--- src/rtl/gmii_frame_tx_pkg.sv ---
// Shared GMII transmit constants, FSM state encoding and an FCS residue helper
// for the matching receive-side checker.
package gmii_frame_tx_pkg;

   localparam logic [7:0]  PREAMBLE_BYTE = 8'h55;
   localparam logic [7:0]  SFD_BYTE      = 8'hD5;
   localparam logic [31:0] CRC_POLY      = 32'hEDB88320;
   localparam logic [31:0] CRC_INIT      = 32'hFFFFFFFF;
   localparam logic [31:0] CRC_RESIDUE   = 32'hC704DD7B;

   typedef enum logic [2:0] {
      ST_IDLE,
      ST_PREAMBLE,
      ST_SFD,
      ST_DATA,
      ST_DRAIN,
      ST_PAD,
      ST_FCS,
      ST_IFG
   } tx_state_e;

   // The reflected CRC register holds the residue in bit-reversed form.
   function automatic logic residue_ok(input logic [31:0] crc_reg);
      logic [31:0] rev;
      for (int i = 0; i < 32; i++) rev[i] = crc_reg[31-i];
      return rev == CRC_RESIDUE;
   endfunction

endpackage

--- src/rtl/gmii_frame_tx_crc32_byte.sv ---
// Combinational Ethernet CRC-32 (reflected) update for one byte; shared with the
// receive-side FCS checker.
module crc32_byte
   import gmii_frame_tx_pkg::*;
(
   input  logic [31:0] crc_in,
   input  logic [7:0]  data_in,
   output logic [31:0] crc_out
);

   logic [31:0] c;

   always_comb begin
      c = crc_in ^ {24'h0, data_in};
      for (int i = 0; i < 8; i++) begin
         c = c[0] ? ((c >> 1) ^ CRC_POLY) : (c >> 1);
      end
      crc_out = c;
   end

endmodule

--- src/rtl/gmii_frame_tx.sv ---
// GMII frame transmitter: preamble, SFD, payload, zero pad, CRC-32 FCS and IFG,
// with an SFD pulse for PTP egress timestamping.
module gmii_frame_tx
   import gmii_frame_tx_pkg::*;
#(
   parameter int PREAMBLE_LEN = 7,
   parameter int IFG_LEN      = 12,
   parameter int MIN_PAYLOAD  = 60,
   parameter int CNT_WIDTH    = 16
) (
   input  logic                 gmii_tx_clk,
   input  logic                 reset,
   input  logic                 s_tvalid,
   input  logic [7:0]           s_tdata,
   input  logic                 s_tlast,
   output logic                 s_tready,
   output logic [7:0]           gmii_txd,
   output logic                 gmii_txen,
   output logic                 gmii_txer,
   output logic                 sof_pulse,
   output logic                 eof_pulse,
   output logic                 tx_busy,
   output logic [CNT_WIDTH-1:0] frame_cnt,
   output logic [CNT_WIDTH-1:0] underrun_cnt
);

   localparam logic [15:0] PRE_LAST = 16'(PREAMBLE_LEN - 1);
   localparam logic [15:0] IFG_LAST = 16'(IFG_LEN - 1);
   localparam logic [15:0] MIN_PL   = 16'(MIN_PAYLOAD);

   tx_state_e             state_q, state_d;
   logic [15:0]           phase_q, phase_d;
   logic [15:0]           byte_cnt_q, byte_cnt_d;
   logic [31:0]           crc_q, crc_d;
   logic [7:0]            txd_q, txd_d;
   logic                  txen_q, txen_d;
   logic                  txer_q, txer_d;
   logic                  sof_q, sof_d;
   logic                  eof_q, eof_d;
   logic [CNT_WIDTH-1:0]  frame_cnt_q, frame_cnt_d;
   logic [CNT_WIDTH-1:0]  underrun_cnt_q, underrun_cnt_d;

   logic [7:0]            crc_data;
   logic [31:0]           crc_next;
   logic [31:0]           fcs_word;

   // Pad bytes are zeros but still covered by the FCS.
   assign crc_data = (state_q == ST_PAD) ? 8'h00 : s_tdata;
   assign fcs_word = ~crc_q;

   crc32_byte u_crc (
      .crc_in  (crc_q),
      .data_in (crc_data),
      .crc_out (crc_next)
   );

   always_comb begin
      state_d        = state_q;
      phase_d        = phase_q;
      byte_cnt_d     = byte_cnt_q;
      crc_d          = crc_q;
      txd_d          = 8'h00;
      txen_d         = 1'b0;
      txer_d         = 1'b0;
      sof_d          = 1'b0;
      eof_d          = 1'b0;
      frame_cnt_d    = frame_cnt_q;
      underrun_cnt_d = underrun_cnt_q;

      unique case (state_q)
         ST_IDLE: begin
            phase_d = 16'd0;
            if (s_tvalid) state_d = ST_PREAMBLE;
         end
         ST_PREAMBLE: begin
            txd_d  = PREAMBLE_BYTE;
            txen_d = 1'b1;
            if (phase_q == PRE_LAST) begin
               phase_d = 16'd0;
               state_d = ST_SFD;
            end else begin
               phase_d = phase_q + 16'd1;
            end
         end
         ST_SFD: begin
            txd_d      = SFD_BYTE;
            txen_d     = 1'b1;
            sof_d      = 1'b1;
            crc_d      = CRC_INIT;
            byte_cnt_d = 16'd0;
            state_d    = ST_DATA;
         end
         ST_DATA: begin
            txen_d = 1'b1;
            if (s_tvalid) begin
               txd_d      = s_tdata;
               crc_d      = crc_next;
               byte_cnt_d = (byte_cnt_q < MIN_PL) ? byte_cnt_q + 16'd1 : byte_cnt_q;
               if (s_tlast) begin
                  phase_d = 16'd0;
                  state_d = ((byte_cnt_q + 16'd1) < MIN_PL) ? ST_PAD : ST_FCS;
               end
            end else begin
               // Underrun: flag one errored byte, then stop driving the frame.
               txer_d         = 1'b1;
               underrun_cnt_d = underrun_cnt_q + 1'b1;
               state_d        = ST_DRAIN;
            end
         end
         ST_DRAIN: begin
            if (s_tvalid && s_tlast) begin
               phase_d = 16'd0;
               state_d = ST_IFG;
            end
         end
         ST_PAD: begin
            txen_d     = 1'b1;
            crc_d      = crc_next;
            byte_cnt_d = byte_cnt_q + 16'd1;
            if ((byte_cnt_q + 16'd1) >= MIN_PL) begin
               phase_d = 16'd0;
               state_d = ST_FCS;
            end
         end
         ST_FCS: begin
            txd_d  = fcs_word[{phase_q[1:0], 3'b000} +: 8];
            txen_d = 1'b1;
            if (phase_q[1:0] == 2'd3) begin
               eof_d       = 1'b1;
               frame_cnt_d = frame_cnt_q + 1'b1;
               phase_d     = 16'd0;
               state_d     = ST_IFG;
            end else begin
               phase_d = phase_q + 16'd1;
            end
         end
         ST_IFG: begin
            if (phase_q == IFG_LAST) begin
               // A waiting frame starts right away so the gap stays exactly IFG_LEN.
               phase_d = 16'd0;
               state_d = s_tvalid ? ST_PREAMBLE : ST_IDLE;
            end else begin
               phase_d = phase_q + 16'd1;
            end
         end
         default: state_d = ST_IDLE;
      endcase
   end

   always_ff @(posedge gmii_tx_clk) begin
      if (reset) begin
         state_q        <= ST_IDLE;
         phase_q        <= 16'd0;
         byte_cnt_q     <= 16'd0;
         crc_q          <= CRC_INIT;
         txd_q          <= 8'h00;
         txen_q         <= 1'b0;
         txer_q         <= 1'b0;
         sof_q          <= 1'b0;
         eof_q          <= 1'b0;
         frame_cnt_q    <= '0;
         underrun_cnt_q <= '0;
      end else begin
         state_q        <= state_d;
         phase_q        <= phase_d;
         byte_cnt_q     <= byte_cnt_d;
         crc_q          <= crc_d;
         txd_q          <= txd_d;
         txen_q         <= txen_d;
         txer_q         <= txer_d;
         sof_q          <= sof_d;
         eof_q          <= eof_d;
         frame_cnt_q    <= frame_cnt_d;
         underrun_cnt_q <= underrun_cnt_d;
      end
   end

   // s_tready: a byte moves on any clock edge where s_tvalid && s_tready.
   assign s_tready     = !reset && ((state_q == ST_DATA) || (state_q == ST_DRAIN));
   assign tx_busy      = (state_q != ST_IDLE);
   assign gmii_txd     = txd_q;
   assign gmii_txen    = txen_q;
   assign gmii_txer    = txer_q;
   assign sof_pulse    = sof_q;
   assign eof_pulse    = eof_q;
   assign frame_cnt    = frame_cnt_q;
   assign underrun_cnt = underrun_cnt_q;

endmodule

--- config.mk ---
export PLATFORM = sky130hd
export DESIGN_NAME = gmii_frame_tx
export DESIGN_NICKNAME = d
export VERILOG_FILES = /design/src/rtl/gmii_frame_tx_pkg.sv /design/src/rtl/gmii_frame_tx_crc32_byte.sv /design/src/rtl/gmii_frame_tx.sv
export SDC_FILE = /design/constraint.sdc
export NUM_CORES = 1
export LEC_CHECK = 0
export CAP_MARGIN = 20
export CORE_MARGIN = 3
export CORE_UTILIZATION = 55
export CTS_CLUSTER_SIZE = 25
export DETAILED_ROUTE_END_ITERATION = 6
export GPL_TIMING_DRIVEN = 0
export PLACE_DENSITY_LB_ADDON = 0.2
export SLEW_MARGIN = 15
export SYNTH_ARGS = -nofsm -noshare
export SYNTH_HDL_FRONTEND = slang
export SYNTH_HIERARCHICAL = 1
export SYNTH_SLANG_ARGS = --single-unit
--- constraint.sdc ---
create_clock -name gmii_tx_clk -period 3 [get_ports gmii_tx_clk]
set_clock_uncertainty 0.05 [all_clocks]
set_input_delay 0.45 -clock gmii_tx_clk [delete_from_list [all_inputs] [get_ports gmii_tx_clk]]
set_output_delay 0.45 -clock gmii_tx_clk [all_outputs]
set_load 0.01 [all_outputs]
# Word-level counts from Yosys, hierarchy flattened
# Cells that the tools add are included.
[word_totals]
output_inout_bits = 46
register_bits = 111
wordCells = 108
inputBits = 12
[classes]
n_reduce_logical = 17
n_shift = 1
muxes = 39
bitwise = 13
eq_ne = 20
addsub = 4
magnitude_cmp = 3
[op_table]
columns = ["cell", "n"]
rows = [
  ["32-bit two-way mux", 9],
  ["16-bit two-way mux", 9],
  ["13-bit inverter with 14-bit output", 8],
  ["16-bit one-hot mux with 7 select lines", 1],
  ["32-bit one-hot mux with 3 select lines", 1],
  ["16-bit by 1-bit adder with 16-bit output (second input constant)", 4],
  ["16-bit one-hot mux with 3 select lines", 1],
  ["16-bit by 6-bit < comparator with 1-bit output (second input constant)", 2],
  ["32-bit inverter", 1],
  ["8-bit one-hot mux with 4 select lines", 1],
  ["32-bit by 6-bit variable part select with 8-bit output", 1],
  ["32-bit by 8-bit XOR with 32-bit output", 1],
  ["3-bit two-way mux", 8],
  ["3-bit one-hot mux with 8 select lines", 1],
  ["16-bit by 3-bit equality test with 1-bit output (second input constant)", 1],
  ["16-bit by 4-bit equality test with 1-bit output (second input constant)", 1],
  ["16-bit by 6-bit >= comparator with 1-bit output (second input constant)", 1],
  ["8-bit two-way mux", 2],
  ["2-bit inequality test (second input constant)", 8],
  ["3-bit equality test (second input constant)", 4],
  ["7-bit AND reduction", 1],
  ["7-bit nonzero test", 1],
  ["3-bit by 2-bit equality test with 1-bit output (second input constant)", 2],
  ["2-bit AND reduction", 3],
  ["other kinds (16)", 25],
]

# Logic depth before layout (Yosys ltp)
# Gate-level depths: netlist of run 1.
[logic_depth]
word_depth = 21
mapped_depth = 11
depth_no_buf = 9

# Modules after synthesis
# The synthesis of run 1 kept the hierarchy.
[modules_own_cells]
columns = ["mod", "area_each_um2", "seq_area_each_um2", "cells_per_inst", "instances"]
rows = [
  ["gmii_frame_tx", 5584.1, 2222.1, 640, 1],
  ["crc32_byte", 1002.2, 0.0, 64, 1],
]

# Worst setup path after synthesis of run 1
# Ideal clock, no wire load.
[synth_timing]
path_kind = "flip-flop to flip-flop"
start = "reg phase_q[0]"
end = "reg phase_q[9]"
path_stages_with_launch = 12
required_time_ns = 2.859
synth_period_minus_slack_ns = 2.540
n_path_buf = 3
arrival_time_ns = 2.399
slack_ns = 0.460
setup_time_ns = 0.091
path_cell_list = "dfxtp_1 clkbuf_1 clkbuf_1 inv_1 ha_1 nand3b_1 nor4_4 o22a_2 o21ai_1 buf_2 a31oi_1 a311oi_1"
[synth_between]
elab_chain_cells = 3
elab_cells_between_ends = 8
classes_between = "add/sub: 1; eq/ne: 3; mux: 4"
[synth_rtl]
columns = ["item", "line", "rtl"]
rows = [
  ["start: declaration", "gmii_frame_tx.sv:32", "logic [15:0] phase_q, phase_d;"],
  ["start signal: assignment", "gmii_frame_tx.sv:165", "phase_q <= phase_d;"],
  ["16-bit by 1-bit adder with 16-bit output (tied with other cells)", "gmii_frame_tx.sv:82, gmii_frame_tx.sv:134, gmii_frame_tx.sv:143", ""],
  ["16-bit two-way mux (on tied branches)", "gmii_frame_tx.sv:138, gmii_frame_tx.sv:78, gmii_frame_tx.sv:128", ""],
  ["16-bit one-hot mux with 7 select lines *", "gmii_frame_tx.sv:70", "unique case (state_q)"],
]
# Mark *: on every way between the ends. The rest lies on a longest branch, timed or not.
# A chain may end at the register's enable or synchronous reset.

# Worst setup path after layout of run 1
[layout_timing]
start = "reg byte_cnt_q[0]"
end = "reg phase_q[3]"
[layout_between]
elab_chain_cells = 4
[layout_rtl]
columns = ["item", "line", "rtl"]
rows = [
  ["start: declaration", "gmii_frame_tx.sv:33", "logic [15:0] byte_cnt_q, byte_cnt_d;"],
  ["start signal: assignment", "gmii_frame_tx.sv:166", "byte_cnt_q <= byte_cnt_d;"],
  ["16-bit by 1-bit adder with 16-bit output", "gmii_frame_tx.sv:120", "if ((byte_cnt_q + 16'd1) >= MIN_PL) begin"],
  ["16-bit by 6-bit >= comparator with 1-bit output", "gmii_frame_tx.sv:120", ""],
  ["2-bit by 1-bit inequality test with 1-bit output (no line)", "n/a", ""],
  ["5-bit AND reduction (no line)", "n/a", ""],
]
# Every way passes these cells.

==> impl_metrics.env, run 1 <==
export IMPL_end_kind="flop"
export IMPL_ys_seq_area_share_pct=33.7
export IMPL_fp_dieH_um=115
export IMPL_layout_drive_gt1_share_pct=9.99
export IMPL_syn_inst=704
export IMPL_worstSetupPathType="flop to flop"
export IMPL_cts_sinks=111
export IMPL_fin_util_pct=66.4
export IMPL_cts_buffers=9
export IMPL_tns_ns=0
export IMPL_ctsLongestPathBuffers=2
export IMPL_synth_warnings=6
export IMPL_synthesis_nets=722
export IMPL_fin_ws_ns=0.151
export IMPL_worstPathRequired_ns=3.21
export IMPL_start_util_pct=57.0
export IMPL_vias=5588
export IMPL_clk_pin_slew_worst_paths_ns=0.07
export IMPL_io_buffers=56
export IMPL_finalCritPeriodShare_pct=95.0
export IMPL_gp_congestion=0.907
export IMPL_antenna_found_initial=0
export IMPL_tightestPinTransition_ns=0.639
export IMPL_clkPwrFrac_pct=24.0
export IMPL_maxCapViolations=0
export IMPL_synth_seq_cells=111
export IMPL_fin_crit_ns=2.85
export IMPL_combPwrFrac_pct=41.2
export IMPL_intPower_w=0.00306
export IMPL_max_slew_margin_rel_pct=57.4
export IMPL_htreeDepth=3
export IMPL_seq_power_share_pct=34.8
export IMPL_ir_drop_mv=0.483
export IMPL_routed_wl_mm=16.2
export IMPL_cp_max_fo=10
export IMPL_finalMaxSlewViolations=0
export IMPL_layout_common_cells="dfxtp_1, nor2_1, clkdlybuf4s50_1"
export IMPL_io_pins=58
export IMPL_worstSkewPairLatency_ns=0.36
export IMPL_postCtsHoldBufs=0
export IMPL_synth_avg_cell_area_um2=9.36
export IMPL_synth_edf_count=0
export IMPL_hp_class="primary input to flop"
export IMPL_via_per_inst=6.05
export IMPL_drc=0
export IMPL_cellPowerDensity_nw_per_um2=612
export IMPL_die_area_um2=13300
export IMPL_grt_pass1_wl_mm=26.7
export IMPL_async_flop_share_pct=0
export IMPL_power_switching_w=0.00164
export IMPL_stdcell_area_um2=7680
export IMPL_dpl_worst_slack_ns=-0.162
export IMPL_n_antenna_cell=0
export IMPL_fmax_mhz=351
export IMPL_hold_viol=0
export IMPL_synth_ff_type="dfxtp_1"
export IMPL_drt_pass1_iter_count=7
export IMPL_nets=794
export IMPL_overflow=0
export IMPL_syn_to_final_growth_pct=16.7
export IMPL_static_leakage_power_nw=2.74
export IMPL_grt_max_degree=19
export IMPL_track_usage_pct=25.2
export IMPL_status="complete, no violations"
export IMPL_rsz0062_at_grt="false"
export IMPL_critPathLaunchType="flop"
export IMPL_syn_area_um2=6590
export IMPL_cp_arrival_ns=3.06
export IMPL_grt_pass1_vias=5413
export IMPL_setup_viol=0
export IMPL_post_dp_hpwl_mm=11.8
export IMPL_initialDrtViolationCount=405
export IMPL_antenna_left=0
export IMPL_dpl_cell_area_um2=7330
export IMPL_synth_cell_type_count=70
export IMPL_core_um2=11600
export IMPL_p_sw_share_pct=34.9
export IMPL_root_buffer="clkbuf_16"
export IMPL_rows=39
export IMPL_final_common_cell="dfxtp_1"
export IMPL_die_w_um=115
export IMPL_cts_tree="built"
export IMPL_wl_per_cell_um=17.6
## cell type report
type | count | area [um2]
plain buffers | 41 | 248
clock buffers | 10 | 229
clock inverters | 6 | 42.5
fillers | 962 | 3880
inverters | 9 | 33.8
multi-input cells | 543 | 4120
flip-flops and latches | 111 | 2220
well taps | 143 | 179
repair buffers | 61 | 611
## path summary, 6_finish.rpt
kind                  from          end  slack, ns  cells after the start
max          byte_cnt_q[0]   phase_q[3]       0.15                      8
min                  reset  phase_q[14]       0.39                      3
max reg2reg  byte_cnt_q[0]   phase_q[3]       0.15                      8
min reg2reg    phase_q[15]  phase_q[15]       0.44                      1
## synth_stat cells (all sizes together), types with 3 or more instances
master / count / area, um2
a41oi: 4 / 35.0
a31oi: 5 / 37.5
nor3: 17 / 95.1
nor3b: 4 / 30.0
nand3b: 4 / 30.0
xnor2: 46 / 546
xnor3: 16 / 360
o22ai: 36 / 239
a21oi: 37 / 185
a22oi: 5 / 37.5
nor2: 83 / 312
o21ai: 33 / 165
xor3: 5 / 120
a311oi: 7 / 61.3
and2: 9 / 56.3
a211oi: 11 / 87.6
dfxtp: 111 / 2220
inv: 9 / 33.8
nor2b: 7 / 43.8
nand2b: 40 / 258
buf: 10 / 72.6
nand2: 40 / 150
or3: 9 / 56.3
nand3: 16 / 80.1
xor2: 26 / 235
nor4: 12 / 126
mux4: 8 / 180
or4: 3 / 33.8
clkbuf: 31 / 170
ha: 6 / 75.1
o21a: 4 / 30.0
nand4: 11 / 75.1
and3: 14 / 87.6
## power groups by stage
stage	Sequential, W	Clock (W)	Combinational, W
after detailed placement	0.00167	0	0.00186
after floorplan	0.00166	0	0.00143
after CTS	0.00163	0.00116	0.00188
after global routing	0.00165	0.00121	0.00208
after global placement	0.00167	0	0.00183
final	0.00164	0.00113	0.00193
## registers in the layout, summed over array words and instances (netlist names)
signal	cells
phase_q	16
crc_q	32
underrun_cnt	16
sof_pulse	1
gmii_txer	1
gmii_txen	1
state_q	3
byte_cnt_q	16
eof_pulse	1
frame_cnt	16
gmii_txd	8
## metal layers
layer | routed length, um | vias to the layer above | share of wire, % | GRT usage, %
li1 | - | 2686 | - | -
met1 | 7050 | 2699 | 43 | 33.4
met2 | 7930 | 178 | 49 | 40.7
met3 | 993 | 25 | 6.1 | 6.06
met4 | 249 | 0 | 1.5 | 8.06
met5 | 0 | - | 0 | 0
## timing repair
action	CTS	global route
endpoints found under the setup margin	9	19
pin swaps	0	2
buffers inserted	0	5
gates resized for setup	1	7
## critical path, cell delays in order, from the launching register on
cell      delay, ns
dfxtp_1        0.44
ha_1           0.25
nand3_1        0.26
nor4_4         0.43
a31oi_2        0.17
nor4_4         0.47
a221oi_4       0.20
buf_4          0.23
a211oi_1       0.24
## kinds of logic (layout without fill, tap and decap cells)
| kind of cell | Yosys count | after routing | share of synthesized area [%] |
|---|---|---|---|
| AND/OR/NAND/NOR | 275 | 275 | 22.6 |
| AO/OA/AOI/OAI | 159 | 159 | 16.2 |
| flip-flops | 111 | 111 | 33.7 |
| XOR/XNOR | 93 | 93 | 19.1 |
| buffers and inverters | 50 | 127 | 4.20 |
| multiplexers | 10 | 10 | 3.04 |
| adder cells (fa/ha/maj) | 6 | 6 | 1.14 |
## per-stage QoR
stage / cells / total power, W / hold WS, ns
2_1_floorplan: 704 / 0.00309 / 0.402
3_3_place_gp: 903 / 0.00349 / 0.417
3_5_place_dp: 903 / 0.00353 / 0.434
4_1_cts: 919 / 0.00467 / 0.377
5_1_grt: 924 / 0.00494 / 0.385
6_report: 924 / 0.00470 / 0.391
Power figures use the tool's default switching activity.
==> run 2: changes to the inputs <==
--- a/config.mk
+++ b/config.mk
@@ -7,10 +7,9 @@
 export LEC_CHECK = 0
 export CAP_MARGIN = 20
 export CORE_MARGIN = 3
-export CORE_UTILIZATION = 55
+export CORE_UTILIZATION = 40
 export CTS_CLUSTER_SIZE = 25
 export DETAILED_ROUTE_END_ITERATION = 6
-export GPL_TIMING_DRIVEN = 0
 export PLACE_DENSITY_LB_ADDON = 0.2
 export SLEW_MARGIN = 15
 export SYNTH_ARGS = -nofsm -noshare
==> run 2 against run 1 <==
  * Register-to-register slack improved by 0.17 ns
  * Worst hold slack improved by 0.064 ns
  * Critical path depth decreased by 2
  * Sequential share of layout area increased by 0.13 points
  * Design area decreased by 0.46%
  * First-iteration DRC count decreased by 21%
  * Via count decreased by 4.2%
  * Global-route usage decreased by 7.3 points
  * Critical path type unchanged
  * Largest cell class unchanged
  * Highest routed layer unchanged
==> impl_metrics.env, run 2 (same netlist as run 1, synthesis figures left out) <==
export IMPL_cts_tree="built"
export IMPL_fin_cells=976
export IMPL_fin_ws_ns=0.318
export IMPL_r2r_end="phase_q[3]"
export IMPL_cp_arrival_ns=2.84
export IMPL_min_delay_start="phase_q[15]"
export IMPL_grt_pass1_wl_mm=26.0
export IMPL_cts_resized=0
export IMPL_ctsLongestPathBuffers=2
export IMPL_fmax_mhz=373
export IMPL_grt_pass1_vias=5032
export IMPL_tightestPinTransition_ns=0.984
export IMPL_nets=773
export IMPL_dpl_worst_slack_ns=0.264
export IMPL_fin_crit_ns=2.68
export IMPL_htreeDepth=3
export IMPL_fin_util_pct=47.8
export IMPL_maxCapViolations=0
export IMPL_fp_dieH_um=134
export IMPL_tns_ns=0
export IMPL_start_util_pct=41.2
export IMPL_n_antenna_cell=0
export IMPL_hp_class="flop to flop"
export IMPL_hold_end="phase_q[15]"
export IMPL_max_slew_margin_rel_pct=33.9
export IMPL_core_um2=16000
export IMPL_reg2regPathDepth=6
export IMPL_layout_drive_gt1_share_pct=10.8
export IMPL_rows=46
export IMPL_cts_buffers=9
export IMPL_vias=5356
export IMPL_finalMaxSlewViolations=0
export IMPL_clk_pin_slew_worst_paths_ns=0.08
export IMPL_worstSetupPathType="flop to flop"
export IMPL_placed_cells=960
export IMPL_layout_common_cells="dfxtp_1, nor2_1, clkdlybuf4s50_1"
export IMPL_overflow=0
export IMPL_syn_to_final_growth_pct=16.1
export IMPL_final_common_cell="dfxtp_1"
export IMPL_end_kind="flop"
export IMPL_root_buffer="clkbuf_16"
export IMPL_die_area_um2=18000
export IMPL_initialDrtViolationCount=318
export IMPL_routed_wl_mm=15.8
export IMPL_reg2reg_slack_ns=0.32
export IMPL_status="complete, no violations"
export IMPL_worstHoldPathCells=1
export IMPL_cellPowerDensity_nw_per_um2=610
export IMPL_wl_per_cell_um=16.1
export IMPL_io_pins=58
export IMPL_largest_reg_flops=32
export IMPL_grt_max_degree=56
export IMPL_gp_congestion=0.820
export IMPL_setup_viol=0
export IMPL_static_leakage_power_nw=2.68
export IMPL_drt_pass1_iter_count=5
export IMPL_cts_sinks=111
export IMPL_hold_viol=0
export IMPL_cp_max_fo=14
export IMPL_worstPathRequired_ns=3.16
export IMPL_postCtsHoldBufs=0
export IMPL_worstSkewPairLatency_ns=0.36
export IMPL_largest_register="crc_q"
export IMPL_die_w_um=134
export IMPL_stdcell_area_um2=7650
export IMPL_finalCritPeriodShare_pct=89.4
export IMPL_critPathLaunchType="flop"
export IMPL_ir_drop_mv=0.424
export IMPL_rsz0062_at_grt="false"
export IMPL_via_per_inst=5.49
export IMPL_drc=0
export IMPL_cts_setup_buffers=0
export IMPL_post_dp_hpwl_mm=11.2
export IMPL_io_buffers=57
export IMPL_dpl_cell_area_um2=7370
export IMPL_r2r_start="phase_q[8]"
export IMPL_antenna_found_initial=0
export IMPL_antenna_left=0
export IMPL_track_usage_pct=17.8
==> run 2: cell types whose count changed in the layout (fill, tap and decap cells not counted), sizes merged <==
cell / before / now
clkbuf: 41 / 11
buf: 15 / 25
clkinvlp: 2 / 1
==> run 2: area by class of cell <==
cell class / instances / area (um2)
Clock buffer: 11 / 243
Clock inverter: 5 / 38.8
Fill cell: 1560 / 8350
Inverter: 9 / 33.8
Multi-Input combinational cell: 543 / 4100
Sequential cell: 111 / 2220
Tap cell: 216 / 270
Timing Repair Buffer: 81 / 746
==> run 2: metal layers <==
layer	wire (um)	track usage, %	vias to the layer above
li1	-	-	2647
met1	7400	24.1	2578
met2	7450	29.0	110
met3	591	3.23	21
met4	315	5.83	0
met5	0	0	-
==> run 2: stage by stage <==
step	hold slack (ns)	power (W)
finish	0.455	0.00467
CTS	0.449	0.00472
global route	0.481	0.00494
global placement	0.427	0.00352
floorplan	0.402	0.00309
detailed placement	0.439	0.00354
==> run 2: critical path: stages, from the launching register on <==
cell	delay, ns
dfxtp_1	0.36
or4_4	0.59
nor4_4	0.39
o22a_2	0.32
o21ai_1	0.37
a41oi_1	0.38
a211oi_1	0.07
==> run 2: how the worst max path moves through the flow <==
stage,from,end,slack [ns],cells after the start
finish,phase_q[8],phase_q[3],0.32,6
global route,byte_cnt_q[0],phase_q[9],0.08,9
CTS,phase_q[8],phase_q[3],0.30,6
detailed placement,s_tvalid,byte_cnt_q[9],0.26,7
global placement,s_tdata[0],crc_q[25],0.26,7
floorplan,phase_q[0],phase_q[9],0.46,11
==> run 2: power breakdown <==
part | internal (W) | total (W) | switching, W
Combinational | 0.000910 | 0.00188 | 0.000973
Sequential | 0.00156 | 0.00162 | 0.0000615
Clock | 0.000593 | 0.00116 | 0.000570
Total | 0.00306 | 0.00467 | 0.00160
==> run 3: changes to the inputs <==
--- a/config.mk
+++ b/config.mk
@@ -6,6 +6,8 @@
 export NUM_CORES = 1
 export LEC_CHECK = 0
 export CAP_MARGIN = 20
+export CELL_PAD_IN_SITES_DETAIL_PLACEMENT = 0
+export CELL_PAD_IN_SITES_GLOBAL_PLACEMENT = 1
 export CORE_MARGIN = 3
 export CORE_UTILIZATION = 40
 export CTS_CLUSTER_SIZE = 25
==> run 3 against run 2 <==
  * Count of clock-buffer cells in the layout down 2
  * Via count down 0.75%
  * Combinational power about the same
  * Largest cell class unchanged
==> impl_metrics.env, run 3 (same netlist as run 1, synthesis figures left out) <==
export IMPL_status="complete, no violations"
export IMPL_worstPathRequired_ns=3.17
export IMPL_dpl_cell_area_um2=7360
export IMPL_grt_pass1_wl_mm=26.8
export IMPL_vias=5316
export IMPL_drt_pass1_iter_count=4
export IMPL_setup_viol=0
export IMPL_hold_viol=0
export IMPL_root_buffer="clkbuf_16"
export IMPL_layout_drive_gt1_share_pct=10.7
export IMPL_largest_register="crc_q"
export IMPL_die_w_um=134
export IMPL_max_slew_margin_rel_pct=32.8
export IMPL_cellPowerDensity_nw_per_um2=621
export IMPL_track_usage_pct=18.2
export IMPL_n_antenna_cell=0
export IMPL_worstSetupPathType="flop to flop"
export IMPL_antenna_left=0
export IMPL_layout_common_cells="dfxtp_1, nor2_1, clkdlybuf4s50_1"
export IMPL_clk_pin_slew_worst_paths_ns=0.07
export IMPL_grt_max_degree=109
export IMPL_cts_sinks=111
export IMPL_multiInputGateArea_um2=4100
export IMPL_io_buffers=57
export IMPL_largest_reg_flops=32
export IMPL_nets=771
export IMPL_syn_to_final_growth_pct=16.4
export IMPL_cts_setup_buffers=0
export IMPL_cp_arrival_ns=2.87
export IMPL_stdcell_area_um2=7670
export IMPL_gp_congestion=0.816
export IMPL_cts_tree="built"
export IMPL_static_leakage_power_nw=2.69
export IMPL_fin_crit_ns=2.70
export IMPL_post_dp_hpwl_mm=11.3
export IMPL_ir_drop_mv=0.349
export IMPL_ctsLongestPathBuffers=2
export IMPL_maxCapViolations=0
export IMPL_initialDrtViolationCount=276
export IMPL_tns_ns=0
export IMPL_rows=46
export IMPL_start_util_pct=41.2
export IMPL_drc=0
export IMPL_routed_wl_mm=16.1
export IMPL_rsz0062_at_grt="false"
export IMPL_postCtsHoldBufs=0
export IMPL_hp_class="flop to flop"
export IMPL_htreeDepth=3
export IMPL_cp_max_fo=14
export IMPL_cts_resized=0
export IMPL_tightestPinTransition_ns=1.00
export IMPL_hold_ws_ns=0.455
export IMPL_overflow=0
export IMPL_fill_cells=1551
export IMPL_io_pins=58
export IMPL_end_kind="flop"
export IMPL_finalCritPeriodShare_pct=90.1
export IMPL_die_area_um2=18000
export IMPL_ff_latch_area_um2=2220
export IMPL_fmax_mhz=370
export IMPL_antenna_found_initial=0
export IMPL_wl_per_cell_um=16.5
export IMPL_core_um2=16000
export IMPL_via_per_inst=5.46
export IMPL_critPathLaunchType="flop"
export IMPL_finalMaxSlewViolations=0
export IMPL_grt_pass1_vias=5170
export IMPL_final_common_cell="dfxtp_1"
export IMPL_cts_buffers=9
export IMPL_fp_dieH_um=134
export IMPL_worstSkewPairLatency_ns=0.36
[run 3: cell count changes in the layout (fill, tap and decap cells not counted), sizes merged]
cell	before	now
inv	11	12
bufinv	0	1
buf	25	23
clkbuf	11	9
[run 3: path summary, 6_finish.rpt]
check	from	endpoint	slack [ns]	cells past startpoint
setup / recovery	phase_q[8]	phase_q[15]	0.30	6
hold / removal	frame_cnt[9]	frame_cnt[9]	0.46	2
setup reg to reg	phase_q[8]	phase_q[15]	0.30	6
hold reg to reg	frame_cnt[9]	frame_cnt[9]	0.46	2
[run 3: layer usage]
layer  share of wire [%]  vias to the layer above  global-route usage (%)
li1                    -                     2637                       -
met1                  48                     2569                    25.3
met2                  47                       95                    29.0
met3                 3.7                       15                    4.13
met4                 1.2                        0                    4.19
met5                   0                        -                       0
[run 3: metrics by stage]
step | setup slack (ns) | instances | power [W] | util, %
2_1_floorplan | 0.460 | 704 | 0.00309 | -
3_5_place_dp | 0.292 | 958 | 0.00356 | 46.0
3_3_place_gp | 0.288 | 958 | 0.00353 | 46.0
6_report | 0.298 | 974 | 0.00476 | 47.9
4_1_cts | 0.301 | 974 | 0.00482 | 47.9
5_1_grt | 0.0166 | 974 | 0.00505 | 47.9
[run 3: critical path: stages (launching register included)]
cell and delay, ns:
dfxtp_1 0.37, or4_4 0.60, nor4_4 0.39, o22a_2 0.33, o21ai_1 0.38, a41oi_1 0.37, a311oi_1 0.08
[run 3: cell type report]
class | instances | area share, %
tap | 216 | 3.52
clock inverter | 7 | 1.01
clock buffer | 9 | 2.94
multi-input combinational | 543 | 53.4
inverter | 9 | 0.441
timing repair buffer | 79 | 9.69
sequential | 111 | 29.0
[run 3: where the power goes]
part / internal (W) / leakage [nW] / switching, W
clock network: 0.000658 / 0.147 / 0.000589
logic: 0.000905 / 1.65 / 0.000986
registers: 0.00156 / 0.897 / 0.0000616
